===== src/rtl/core_writeback.sv =====
// rtl/core_writeback.sv - M/W writeback stage with load formatting, forwarding and hazard detection
// Single result slot in M waits for a load response; W drives the register-file write port.
module core_writeback (
    input  logic        clk,
    input  logic        rst,
    input  logic        i_ex_valid,
    output logic        o_ex_ready,
    input  logic [4:0]  i_ex_rd,
    input  logic [31:0] i_ex_data,
    input  logic        i_ex_load,
    input  logic [2:0]  i_ex_funct3,
    input  logic [1:0]  i_ex_addr_lo,
    input  logic        i_mem_rvalid,
    input  logic [31:0] i_mem_rdata,
    input  logic        i_re1,
    input  logic        i_re2,
    input  logic [4:0]  i_raddr1,
    input  logic [4:0]  i_raddr2,
    output logic        o_hazard,
    output logic        o_forward1,
    output logic [4:0]  o_faddr1,
    output logic [31:0] o_fdata1,
    output logic        o_forward2,
    output logic [4:0]  o_faddr2,
    output logic [31:0] o_fdata2,
    output logic        o_we,
    output logic [4:0]  o_waddr,
    output logic [31:0] o_wdata,
    output logic [63:0] o_instret,
    output logic        o_spurious
);

    logic        r_m_valid;
    logic [4:0]  r_m_rd;
    logic [31:0] r_m_data;
    logic        r_m_load;
    logic        r_m_ready;
    logic [2:0]  r_m_funct3;
    logic [1:0]  r_m_addr_lo;
    logic        r_w_valid;
    logic [4:0]  r_w_rd;
    logic [31:0] r_w_data;
    logic [63:0] r_instret;
    logic        r_spurious;

    logic        w_accept;
    logic        w_m_move;
    logic        w_resp_ok;
    logic [7:0]  w_byte;
    logic [15:0] w_half;
    logic [31:0] w_fmt;
    logic        w_hz_m;
    logic        w_hz_ex;

    assign o_ex_ready = !r_m_valid || r_m_ready;
    assign w_accept   = i_ex_valid && o_ex_ready;
    assign w_m_move   = r_m_valid && r_m_ready;
    assign w_resp_ok  = i_mem_rvalid && r_m_valid && r_m_load && !r_m_ready;

    // Unlisted funct3 encodings fall through to a full word.
    always_comb begin
        w_byte = i_mem_rdata[{r_m_addr_lo, 3'b000} +: 8];
        w_half = i_mem_rdata[{r_m_addr_lo[1], 4'b0000} +: 16];
        case (r_m_funct3)
            3'b000:  w_fmt = {{24{w_byte[7]}}, w_byte};
            3'b001:  w_fmt = {{16{w_half[15]}}, w_half};
            3'b100:  w_fmt = {24'd0, w_byte};
            3'b101:  w_fmt = {16'd0, w_half};
            default: w_fmt = i_mem_rdata;
        endcase
    end

    assign w_hz_m  = r_m_valid && r_m_load && !r_m_ready && (r_m_rd != 5'd0) && !i_mem_rvalid &&
                     ((i_re1 && (i_raddr1 == r_m_rd)) || (i_re2 && (i_raddr2 == r_m_rd)));
    assign w_hz_ex = w_accept && i_ex_load && (i_ex_rd != 5'd0) &&
                     ((i_re1 && (i_raddr1 == i_ex_rd)) || (i_re2 && (i_raddr2 == i_ex_rd)));
    assign o_hazard = w_hz_m || w_hz_ex;

    assign o_forward1 = w_m_move && (r_m_rd != 5'd0);
    assign o_faddr1   = r_m_rd;
    assign o_fdata1   = r_m_data;
    assign o_forward2 = w_resp_ok && (r_m_rd != 5'd0);
    assign o_faddr2   = r_m_rd;
    assign o_fdata2   = w_fmt;
    assign o_we       = r_w_valid && (r_w_rd != 5'd0);
    assign o_waddr    = r_w_rd;
    assign o_wdata    = r_w_data;
    assign o_instret  = r_instret;
    assign o_spurious = r_spurious;

    always_ff @(posedge clk) begin
        if (rst) begin
            r_m_valid  <= 1'b0;
            r_m_ready  <= 1'b0;
            r_w_valid  <= 1'b0;
            r_instret  <= 64'd0;
            r_spurious <= 1'b0;
        end else begin
            r_spurious <= i_mem_rvalid && !w_resp_ok;
            r_instret  <= r_instret + {63'd0, r_w_valid};
            r_w_valid  <= w_m_move;
            if (w_m_move) begin
                r_w_rd   <= r_m_rd;
                r_w_data <= r_m_data;
            end
            // Accept and M-to-W move share a cycle so ALU results stream one per clock.
            if (w_accept) begin
                r_m_valid   <= 1'b1;
                r_m_rd      <= i_ex_rd;
                r_m_data    <= i_ex_data;
                r_m_load    <= i_ex_load;
                r_m_ready   <= !i_ex_load;
                r_m_funct3  <= i_ex_funct3;
                r_m_addr_lo <= i_ex_addr_lo;
            end else if (w_m_move) begin
                r_m_valid <= 1'b0;
            end else if (w_resp_ok) begin
                r_m_data  <= w_fmt;
                r_m_ready <= 1'b1;
            end
        end
    end

endmodule


===== config.mk =====
export PLATFORM = sky130hd
export DESIGN_NAME = core_writeback
export DESIGN_NICKNAME = d
export VERILOG_FILES = /design/src/rtl/core_writeback.sv
export SDC_FILE = /design/constraint.sdc
export NUM_CORES = 1
export LEC_CHECK = 0
export BUFFER_PORTS_ARGS = -buffer_cell sky130_fd_sc_hd__buf_2
export CAP_MARGIN = 20
export CORE_MARGIN = 2
export CORE_UTILIZATION = 50
export CTS_CLUSTER_DIAMETER = 150
export DETAILED_ROUTE_END_ITERATION = 8
export MAX_ROUTING_LAYER = met4
export PLACE_DENSITY = 0.82
export SLEW_MARGIN = 20
export SYNTH_ARGS = -nofsm -noshare
export SYNTH_HDL_FRONTEND = slang
export SYNTH_SLANG_ARGS = --single-unit

===== constraint.sdc =====
create_clock -name clk -period 9.4 [get_ports clk]
set_input_delay 1.88 -clock clk [delete_from_list [all_inputs] [get_ports clk]]
set_output_delay 1.88 -clock clk [all_outputs]
set_load 0.02 [all_outputs]

# ---- After elaboration in Yosys (flattened, before gate mapping)
# Cells that the tools add are included.
dict set report op_classes {
  add_sub_neg 1
  eq_ne 8
  n_shift 2
  muxes 9
  n_bitwise 1
  reduce_logical 40
}
# cell n
set ops {}
lappend ops {{$pmux W32 S4} 1}
lappend ops {{$mux W32} 3}
lappend ops {{$add A64 B1 Y64} 1}
lappend ops {{$shiftx A32 B6 Y16} 1}
lappend ops {{$shiftx A32 B6 Y8} 1}
lappend ops {{$logic_and A1 B1 Y1} 21}
lappend ops {{$eq A5 B5 Y1} 4}
lappend ops {{$reduce_bool A5 Y1} 3}
lappend ops {{$eq A3 B3 Y1 const B} 2}
lappend ops {{$reduce_and A2 Y1} 3}
lappend ops {{$logic_not A1 Y1} 5}
lappend ops {{$mux W1} 5}
lappend ops {{$logic_or A1 B1 Y1} 4}
lappend ops {{$reduce_bool A2 Y1} 2}
lappend ops {{$eq A3 B1 Y1 const B} 1}
lappend ops {{$logic_not A3 Y1} 1}
lappend ops {{$reduce_and A3 Y1} 1}
lappend ops {{$ne A2 B2 Y1 const B} 1}
lappend ops {{$not A1 Y1} 1}
dict set report totals {
  register_bits 148
  input_bits 91
  out_inout_bits 181
}

# ---- Longest topological paths before layout
# Gate-level depths: netlist (run 1).
dict set report logic_depth {
  ltp_word 7
  depth_mapped 8
}

# ---- Least setup slack after synthesis (run 1)
# Ideal clock, no wire load.
dict set report synth_path {
  path_kind {input to output}
  startpoint {input port i_mem_rdata[23]}
  endpoint {output port o_fdata2[16]}
  arrival_ps 3067
  required_time_ps 7520
  path_slack_ps 4453
  stages 4
  n_path_buf 1
  cell_sequence {mux2_2 -> o311ai_1 -> clkbuf_1 -> nand2_1}
}
dict set report synth_via {
  elab_chain_len 2
}
# item line_no
set synth_rtl {}
lappend synth_rtl {{start, declared} 14} ;# input logic [31:0] i_mem_rdata,
lappend synth_rtl {{$shiftx A32 B6 Y8} 62} ;# w_byte = i_mem_rdata[{r_m_addr_lo, 3'b000} +: 8];
lappend synth_rtl {{$pmux W32 S4} 64} ;# case (r_m_funct3)
lappend synth_rtl {{end, declared} 25} ;# output logic [31:0] o_fdata2,
# Every way passes these cells.

# ---- Worst setup path after layout (run 1)
dict set report layout_path {
  startpoint {input port i_mem_rdata[7]}
  endpoint {output port o_fdata2[8]}
}
# The elaborated chain is that of the path after synthesis.

==> out/summary.txt, run 1 <==
post-detailed-placement half-perimeter wirelength - 15700 microns
Sink Count - 148
chip height - 122.5 microns
DRT Pass-1 Iters - 8
PD cells - 164.9 nW/um^2
sequential element share of the synthesized area - 53.58%
launching element type of the critical path - primary input
M1 wire length - 8327 microns
commonest register cell after synthesis - sky130_fd_sc_hd__edfxtp_1
final weighted congestion of routability-driven global placement - 0.9404
Wirelength per Cell - 18.52 microns
via total after detailed routing - 6739
worst hold slack - 440.6 ps
Top Layer Used - met4
Synth top area share - 34.20%
number of flops mapped to enable cells by yosys - 80
number of ports placed on the die boundary - 272
Worst Tran Pin Value - 970.3 ps
clock slew at reported path FFs - 60 ps
Final Skew - 14.21 ps
all-layer global routing usage - 28.96%
number of max-cap violations - 0
Synth cell types - 50
run status - completed
total nets after synthesis - 797
Post-Syn Instances - 704
syn avg cell area - 9.978 sq um
count leader, synth - sky130_fd_sc_hd__nand2_1
final-stage net count - 1054
detailed-route vias per instance - 5.840
Peak supply drop - 0.1201 mV
Post-synth top cells - sky130_fd_sc_hd__nand2_1 (88), sky130_fd_sc_hd__edfxtp_1 (80), sky130_fd_sc_hd__dfxtp_1 (68)
first-pass GRT wire length - 32240 microns
total number of placement rows - 43
post-synthesis async set-or-reset flop share - 0%
remaining global-route overflow - 0
part of the cycle the worst path needs - 56.16%
Resized cells post-CTS - 0
Post-Route Setup TNS - 0 ps
Critical Path Sink Type - output pin
Post-CTS Setup Inserts - 0
number of warning messages in the yosys log - 0
clock tree root driver cell - sky130_fd_sc_hd__clkbuf_16
number of antenna violations at the first check in global routing - 0
total standard cell area after synthesis - 7024 sq um
total number of H-tree levels - 4
Inserted Clock Buffers - 17
worst path arrival time - 3400 ps
dominant cells by area after synthesis - sky130_fd_sc_hd__edfxtp_1 (34%), sky130_fd_sc_hd__dfxtp_1 (19%), sky130_fd_sc_hd__nand2_1 (4.7%)
area of the die - 15010 sq um
final setup violating endpoints - 0
CTS tree - done
Total Routed Length - 21380 microns
crit path max fanout - 8
clock tree buffer depth - 2
ANT nets after route - 0
metal3 WL - 1941 microns
Design Power - 1.494 mW
x dimension of the die - 122.5 microns
kind of critical path - in2out
total of flip-flops plus latches after synthesis - 148
CP Data Required Time - 7520 ps
hold-fix buffer count after cts - 0
post-layout min period - 5279 ps
pin count of the biggest net entering global routing - 72
Static Leak - 3.697 nW
worst relative slew slack - 35.09%
core region area - 13830 sq um
max-slew violation total from the final report - 0
signed area change from the synthesized netlist to the final layout - 29.00%
hold crit path type - reg2reg
DRC marker count from the first detailed-route iteration - 668
RSZ-0062 raised after global routing - false
vias in the first global route - 6192
non-filler instance count after layout - 1154
layout cell share with drive strength beyond 1 - 34.33%
Max Freq - 189.4 MHz
count of unresolved DRC violations after routing - 0
source-to-sink clock delay at the later pin of the worst-skew pair - 420 ps
effective utilization at floorplan - 50.80%
number of instances in the placed design - 1121
cell taking the most area after synthesis - sky130_fd_sc_hd__edfxtp_1
count of port buffers added during placement - 271
wire length on met2 - 10570 microns
Final Hold Viols - 0
-- flip-flops by register name, summed over array words and instances, names as in the netlist --
| register | flops |
|---|---|
| r_m_funct3 | 3 |
| o_fdata1 | 32 |
| o_waddr | 5 |
| r_w_valid | 1 |
| o_wdata | 32 |
| o_instret | 64 |
| o_faddr1 | 5 |
| r_m_load | 1 |
| r_m_addr_lo | 2 |
| o_spurious | 1 |
| r_m_ready | 1 |
| r_m_valid | 1 |
-- critical path, stage by stage --
cell	delay, ps
sky130_fd_sc_hd__buf_2	90
sky130_fd_sc_hd__mux2_2	200
sky130_fd_sc_hd__nor2_1	50
sky130_fd_sc_hd__a211oi_1	740
sky130_fd_sc_hd__a221o_1	250
sky130_fd_sc_hd__buf_2	180
-- cell type report --
class / instances / area (sq um)
multi-input cells: 501 / 3057
repair buffers: 276 / 1406
flip-flops and latches: 148 / 3764
clock inverters: 7 / 47.55
fillers: 1093 / 4766
clock buffers: 24 / 495.5
well taps: 180 / 225.2
diodes: 1 / 2.502
inverters: 17 / 63.81
-- per-stage QoR --
step / area, sq um / utilization [%] / setup slack [ps]
after floorplan: 7024 / - / 4453
after global placement: 8496 / 61.44 / 4144
after detailed placement: 8496 / 61.44 / 4222
after CTS: 9039 / 65.37 / 4160
after global routing: 9059 / 65.51 / 3942
final: 9061 / 65.53 / 4121
-- per-layer routing --
| metal | up-vias | global-route usage [%] |
|---|---|---|
| met5 | - | - |
| met4 | 0 | 9.914 |
| met3 | 49 | 7.249 |
| met2 | 394 | 46.18 |
| met1 | 3184 | 36.08 |
| li1 | 3112 | - |
-- layout by cell type (no fill, tap or decap), types with 2 or more instances in the layout --
| cell type | synthesis | layout |
|---|---|---|
| sky130_fd_sc_hd__nand2_1 | 88 | 87 |
| sky130_fd_sc_hd__nand4b_1 | 5 | 5 |
| sky130_fd_sc_hd__clkinv_4 | 0 | 2 |
| sky130_fd_sc_hd__a31oi_1 | 26 | 26 |
| sky130_fd_sc_hd__ha_1 | 2 | 2 |
| sky130_fd_sc_hd__xor2_1 | 28 | 28 |
| sky130_fd_sc_hd__or3_1 | 18 | 18 |
| sky130_fd_sc_hd__and3_1 | 9 | 9 |
| sky130_fd_sc_hd__nand3_1 | 25 | 25 |
| sky130_fd_sc_hd__or2_2 | 2 | 2 |
| sky130_fd_sc_hd__buf_4 | 5 | 4 |
| sky130_fd_sc_hd__dfxtp_1 | 68 | 68 |
| sky130_fd_sc_hd__and2_1 | 5 | 5 |
| sky130_fd_sc_hd__or4_1 | 15 | 15 |
| sky130_fd_sc_hd__edfxtp_1 | 80 | 80 |
| sky130_fd_sc_hd__nor4_1 | 20 | 20 |
| sky130_fd_sc_hd__xnor2_1 | 24 | 24 |
| sky130_fd_sc_hd__nand3b_1 | 2 | 2 |
| sky130_fd_sc_hd__nor2_1 | 62 | 60 |
| sky130_fd_sc_hd__clkbuf_1 | 31 | 4 |
| sky130_fd_sc_hd__a21oi_1 | 30 | 30 |
| sky130_fd_sc_hd__buf_2 | 1 | 271 |
| sky130_fd_sc_hd__a221o_1 | 8 | 8 |
| sky130_fd_sc_hd__mux2_2 | 17 | 17 |
| sky130_fd_sc_hd__o31ai_1 | 8 | 8 |
| sky130_fd_sc_hd__inv_4 | 0 | 2 |
| sky130_fd_sc_hd__nor2_2 | 1 | 2 |
| sky130_fd_sc_hd__clkbuf_16 | 0 | 19 |
| sky130_fd_sc_hd__o21ai_0 | 31 | 31 |
| sky130_fd_sc_hd__and4_1 | 6 | 6 |
| sky130_fd_sc_hd__nor3_1 | 16 | 16 |
| sky130_fd_sc_hd__o22a_1 | 7 | 7 |
| sky130_fd_sc_hd__clkinv_2 | 0 | 2 |
| sky130_fd_sc_hd__nor2b_1 | 8 | 8 |
| sky130_fd_sc_hd__nand4_1 | 20 | 20 |
| sky130_fd_sc_hd__nor4_2 | 2 | 2 |
| sky130_fd_sc_hd__inv_1 | 17 | 17 |
-- cells by family (layout without fill, tap and decap cells) --
kind of cell | after synthesis | count (layout) | synth area share (%)
simple gates | 311 | 311 | 22.92
flops | 148 | 148 | 53.58
compound gates | 118 | 118 | 10.46
buf+inv | 55 | 324 | 3.331
xor+xnor | 52 | 52 | 6.484
mux | 18 | 18 | 2.868
fa+ha+maj | 2 | 2 | 0.3562
other cells | 0 | 1 | 0
-- worst paths after layout --
kind | startpoint | to | slack [ps] | depth (start not counted)
max | i_mem_rdata[7] | o_fdata2[8] | 4120 | 6
min | o_fdata1[10] | o_wdata[10] | 440 | 0
max reg2reg | o_instret[0] | o_instret[62] | 6640 | 7
min reg2reg | o_fdata1[10] | o_wdata[10] | 440 | 0
-- report_power, final --
group | total, mW | internal (mW) | switching, mW
clock network | 0.623 | 0.369 | 0.254
logic | 0.160 | 0.0578 | 0.102
registers | 0.712 | 0.702 | 0.00989
total | 1.49 | 1.13 | 0.366
No activity file was read; power rests on OpenSTA's default activity.
==> run 2, diff against run 1 <==
--- a/config.mk
+++ b/config.mk
@@ -5,14 +5,15 @@
 export SDC_FILE = /design/constraint.sdc
 export NUM_CORES = 1
 export LEC_CHECK = 0
+export ABC_AREA = 1
 export BUFFER_PORTS_ARGS = -buffer_cell sky130_fd_sc_hd__buf_2
 export CAP_MARGIN = 20
 export CORE_MARGIN = 2
-export CORE_UTILIZATION = 50
+export CORE_UTILIZATION = 46
 export CTS_CLUSTER_DIAMETER = 150
 export DETAILED_ROUTE_END_ITERATION = 8
 export MAX_ROUTING_LAYER = met4
-export PLACE_DENSITY = 0.82
+export PLACE_DENSITY = 0.77
 export SLEW_MARGIN = 20
 export SYNTH_ARGS = -nofsm -noshare
 export SYNTH_HDL_FRONTEND = slang
==> constraint.sdc (replaced) <==
create_clock -name clk -period 4.6 [get_ports clk]
set_input_delay 0.92 -clock clk [delete_from_list [all_inputs] [get_ports clk]]
set_output_delay 0.92 -clock clk [all_outputs]
set_load 0.02 [all_outputs]
==> out/summary.txt, run 2 <==
run status - completed
crit path max fanout - 19 (+11)
worst path cell trace - inv_2 > nand2_1 > nor2_1 > nand2_1 > o211ai_1 > buf_2
Static Leak - 4.179 nW (+13%)
Wirelength per Cell - 16.95 microns (-8.5%)
number of ports placed on the die boundary - 272 (unchanged)
hold crit path type - reg2reg
Post-Syn Instances - 1056 (+50%)
area of the die - 17930 sq um (+19%)
RSZ-0062 raised after global routing - false
total of fill cells in the finished design - 1558 (+43%)
power share of the sequential group - 45.3% (-2.3 points)
final std cell area, no fill - 9918 sq um (+9.5%)
slowest stage cell on the critical path - sky130_fd_sc_hd__edfxtp_1
ANT nets after route - 0 (unchanged)
Hold Path Depth - 0 (unchanged)
Clock power frac - 43.9% (+2.2 points)
total number of placement rows - 47 (+9.3%)
post-synthesis async set-or-reset flop share - 0% (unchanged)
remaining global-route overflow - 0 (unchanged)
launching element type of the critical path - flip-flop
post-detailed-placement half-perimeter wirelength - 20760 microns (+32%)
Synth cell types - 32 (-36%)
number of warning messages in the yosys log - 0 (unchanged)
Synth top area share - 30.94% (-3.3 points)
Sink Count - 148 (unchanged)
Critical Path Sink Type - output pin
worst relative slew slack - 36.69% (+1.6 points)
count of unresolved DRC violations after routing - 0 (unchanged)
commonest non-fill, non-tap cell in the layout - sky130_fd_sc_hd__nand2_1
total standard cell area after synthesis - 7764 sq um (+11%)
Peak supply drop - 0.2698 mV (+120%)
final-stage net count - 1416 (+34%)
proportion of total power due to net switching - 24.92% (+0.42 points)
detailed-route vias per instance - 5.326 (-8.8%)
hold-fix buffer count after cts - 0 (unchanged)
M1 wire length - 10530 microns (+26%)
Final Skew - 9.217 ps (-4.996 ps)
cell depth of the worst flop-to-flop path - 7 (unchanged)
top cell family by delay on the critical path - flip-flops
all-layer global routing usage - 29.76% (+0.80 points)
layout cell share with drive strength beyond 1 - 24.85% (-9.5 points)
Pint - 2.416 mW (+110%)
launch instance of the worst register-to-register path - r_m_funct3[1]
Total Routed Length - 26390 microns (+23%)
wire length on met2 - 12520 microns (+19%)
Worst Tran Pin Value - 946.1 ps (-24.14 ps)
Resized cells post-CTS - 0 (unchanged)
kind of critical path - reg2out
x dimension of the die - 133.9 microns (+9.3%)
hold path startpoint - o_fdata1[7]
Max Freq - 274.4 MHz
Placement Cell Area - 9310 sq um (+9.6%)
delay of the slowest critical-path stage - 750 ps (about the same)
signed area change from the synthesized netlist to the final layout - 27.75%
Post-synth top cells - sky130_fd_sc_hd__nand2_1 (352), sky130_fd_sc_hd__nor2_1 (160), sky130_fd_sc_hd__inv_1 (103)
final weighted congestion of routability-driven global placement - 0.9889 (+5.2%)
syn avg cell area - 7.352 sq um (-26%)
Levels on crit path - 6 (unchanged)
number of max-cap violations - 0 (unchanged)
CTS tree - done
count leader, synth - sky130_fd_sc_hd__nand2_1
clock slew at reported path FFs - 60 ps (about the same)
final setup violating endpoints - 0 (unchanged)
cell taking the most area after synthesis - sky130_fd_sc_hd__edfxtp_1
number of flops mapped to enable cells by yosys - 80 (unchanged)
cell mode on critical path - sky130_fd_sc_hd__nand2_1
dominant cells by area after synthesis - sky130_fd_sc_hd__edfxtp_1 (31%), sky130_fd_sc_hd__dfxtp_1 (18%), sky130_fd_sc_hd__nand2_1 (17%)
proportion of power drawn by combinational gates - 10.7% (about the same)
effective utilization at floorplan - 46.98% (-3.8 points)
total of flip-flops plus latches after synthesis - 148 (unchanged)
first-pass GRT wire length - 39680 microns (+23%)
CP Data Required Time - 3680 ps (-3840 ps)
multi-input logic area - 3487 sq um (+14%)
vias in the first global route - 7473 (+21%)
Design Power - 3.218 mW (+120%)
metal3 WL - 2576 microns (+33%)
total number of H-tree levels - 4 (unchanged)
part of the cycle the worst path needs - 79.23%
DRT Pass-1 Iters - 5 (-3)
Post-Route Setup TNS - 0 ps (unchanged)
net switching power - 0.8019 mW (+120%)
clock tree root driver cell - sky130_fd_sc_hd__clkbuf_16
max-slew violation total from the final report - 0 (unchanged)
Final Hold Viols - 0 (unchanged)
number of antenna violations at the first check in global routing - 1 (+1)
post-layout min period - 3645 ps
worst path arrival time - 2720 ps (-680 ps)
max FFs per register - 64 (unchanged)
most used cells in the layout excluding fill and tap cells - sky130_fd_sc_hd__nand2_1 (352), sky130_fd_sc_hd__buf_2 (271), sky130_fd_sc_hd__nor2_1 (158)
clock tree buffer depth - 2 (unchanged)
timing startpoint of the critical path - r_m_funct3[1]
total nets after synthesis - 1149 (+44%)
core region area - 16520 sq um (+20%)
sequential element share of the synthesized area - 48.48% (-5.1 points)
Inserted Clock Buffers - 17 (unchanged)
count of buffering cells on the critical path with inverters included - 2 (unchanged)
chip height - 133.9 microns (+9.3%)
Post-CTS Setup Inserts - 0 (unchanged)
pin count of the biggest net entering global routing - 54 (-25%)
via total after detailed routing - 8293 (+23%)
PD cells - 324.5 nW/um^2 (+97%)
commonest register cell after synthesis - sky130_fd_sc_hd__edfxtp_1
DRC marker count from the first detailed-route iteration - 725 (+8.5%)
source-to-sink clock delay at the later pin of the worst-skew pair - 420 ps (about the same)
Top Layer Used - met4
count of port buffers added during placement - 271 (unchanged)
area occupied by registers - 3764 sq um (unchanged)
run 2: per-stage QoR:
step | hold slack [ps] | worst slack, ps | util, % | instances
floorplan | 446.7 | 1309 | - | 1056
global placement | 424.6 | 1307 | 56.34 | 1524
detailed placement | 426.3 | 1204 | 56.34 | 1524
CTS | 437.8 | 1001 | 60.01 | 1556
global route | 452.1 | 774.1 | 60.02 | 1557
finish | 440.0 | 955.3 | 60.02 | 1557
run 2: path summary, 6_finish.rpt:
path,slack (ps),end
setup / recovery,960,o_fdata2[23]
hold / removal,440,o_wdata[7]
setup reg to reg,2080,o_fdata1[21]
hold reg to reg,440,o_wdata[7]
run 2: logic make-up (layout without fill, tap and decap cells):
| group | count (synthesis) | count (layout) | share of synthesized area, % |
|---|---|---|---|
| compound gates | 149 | 149 | 10.49 |
| flops | 148 | 148 | 48.48 |
| xor+xnor | 11 | 11 | 1.241 |
| buf+inv | 132 | 412 | 6.736 |
| other cells | 0 | 1 | 0 |
| fa+ha+maj | 2 | 2 | 0.3223 |
| simple gates | 614 | 614 | 32.73 |
run 2: metal layers:
metal | vias up | track usage [%]
li1 | 3957 | -
met1 | 3810 | 38.29
met2 | 463 | 46.95
met3 | 63 | 5.442
met4 | 0 | 11.35
met5 | - | -
run 2: power by group through the flow:
stage	registers, mW	clock network, mW	logic, mW
after floorplan	1.51	0	0.167
after global placement	1.48	0	0.336
after detailed placement	1.49	0	0.340
after CTS	1.46	1.43	0.341
after global routing	1.46	1.49	0.370
final	1.46	1.41	0.345
run 2: area by class of cell:
type	instances	area share [%]
Sequential cell	148	37.95
Multi-Input combinational cell	776	35.16
Timing Repair Buffer	276	14.05
Clock buffer	26	5.475
Clock inverter	6	0.6308
Tap cell	220	2.775
Inverter	104	3.936
Antenna cell	1	0.02523
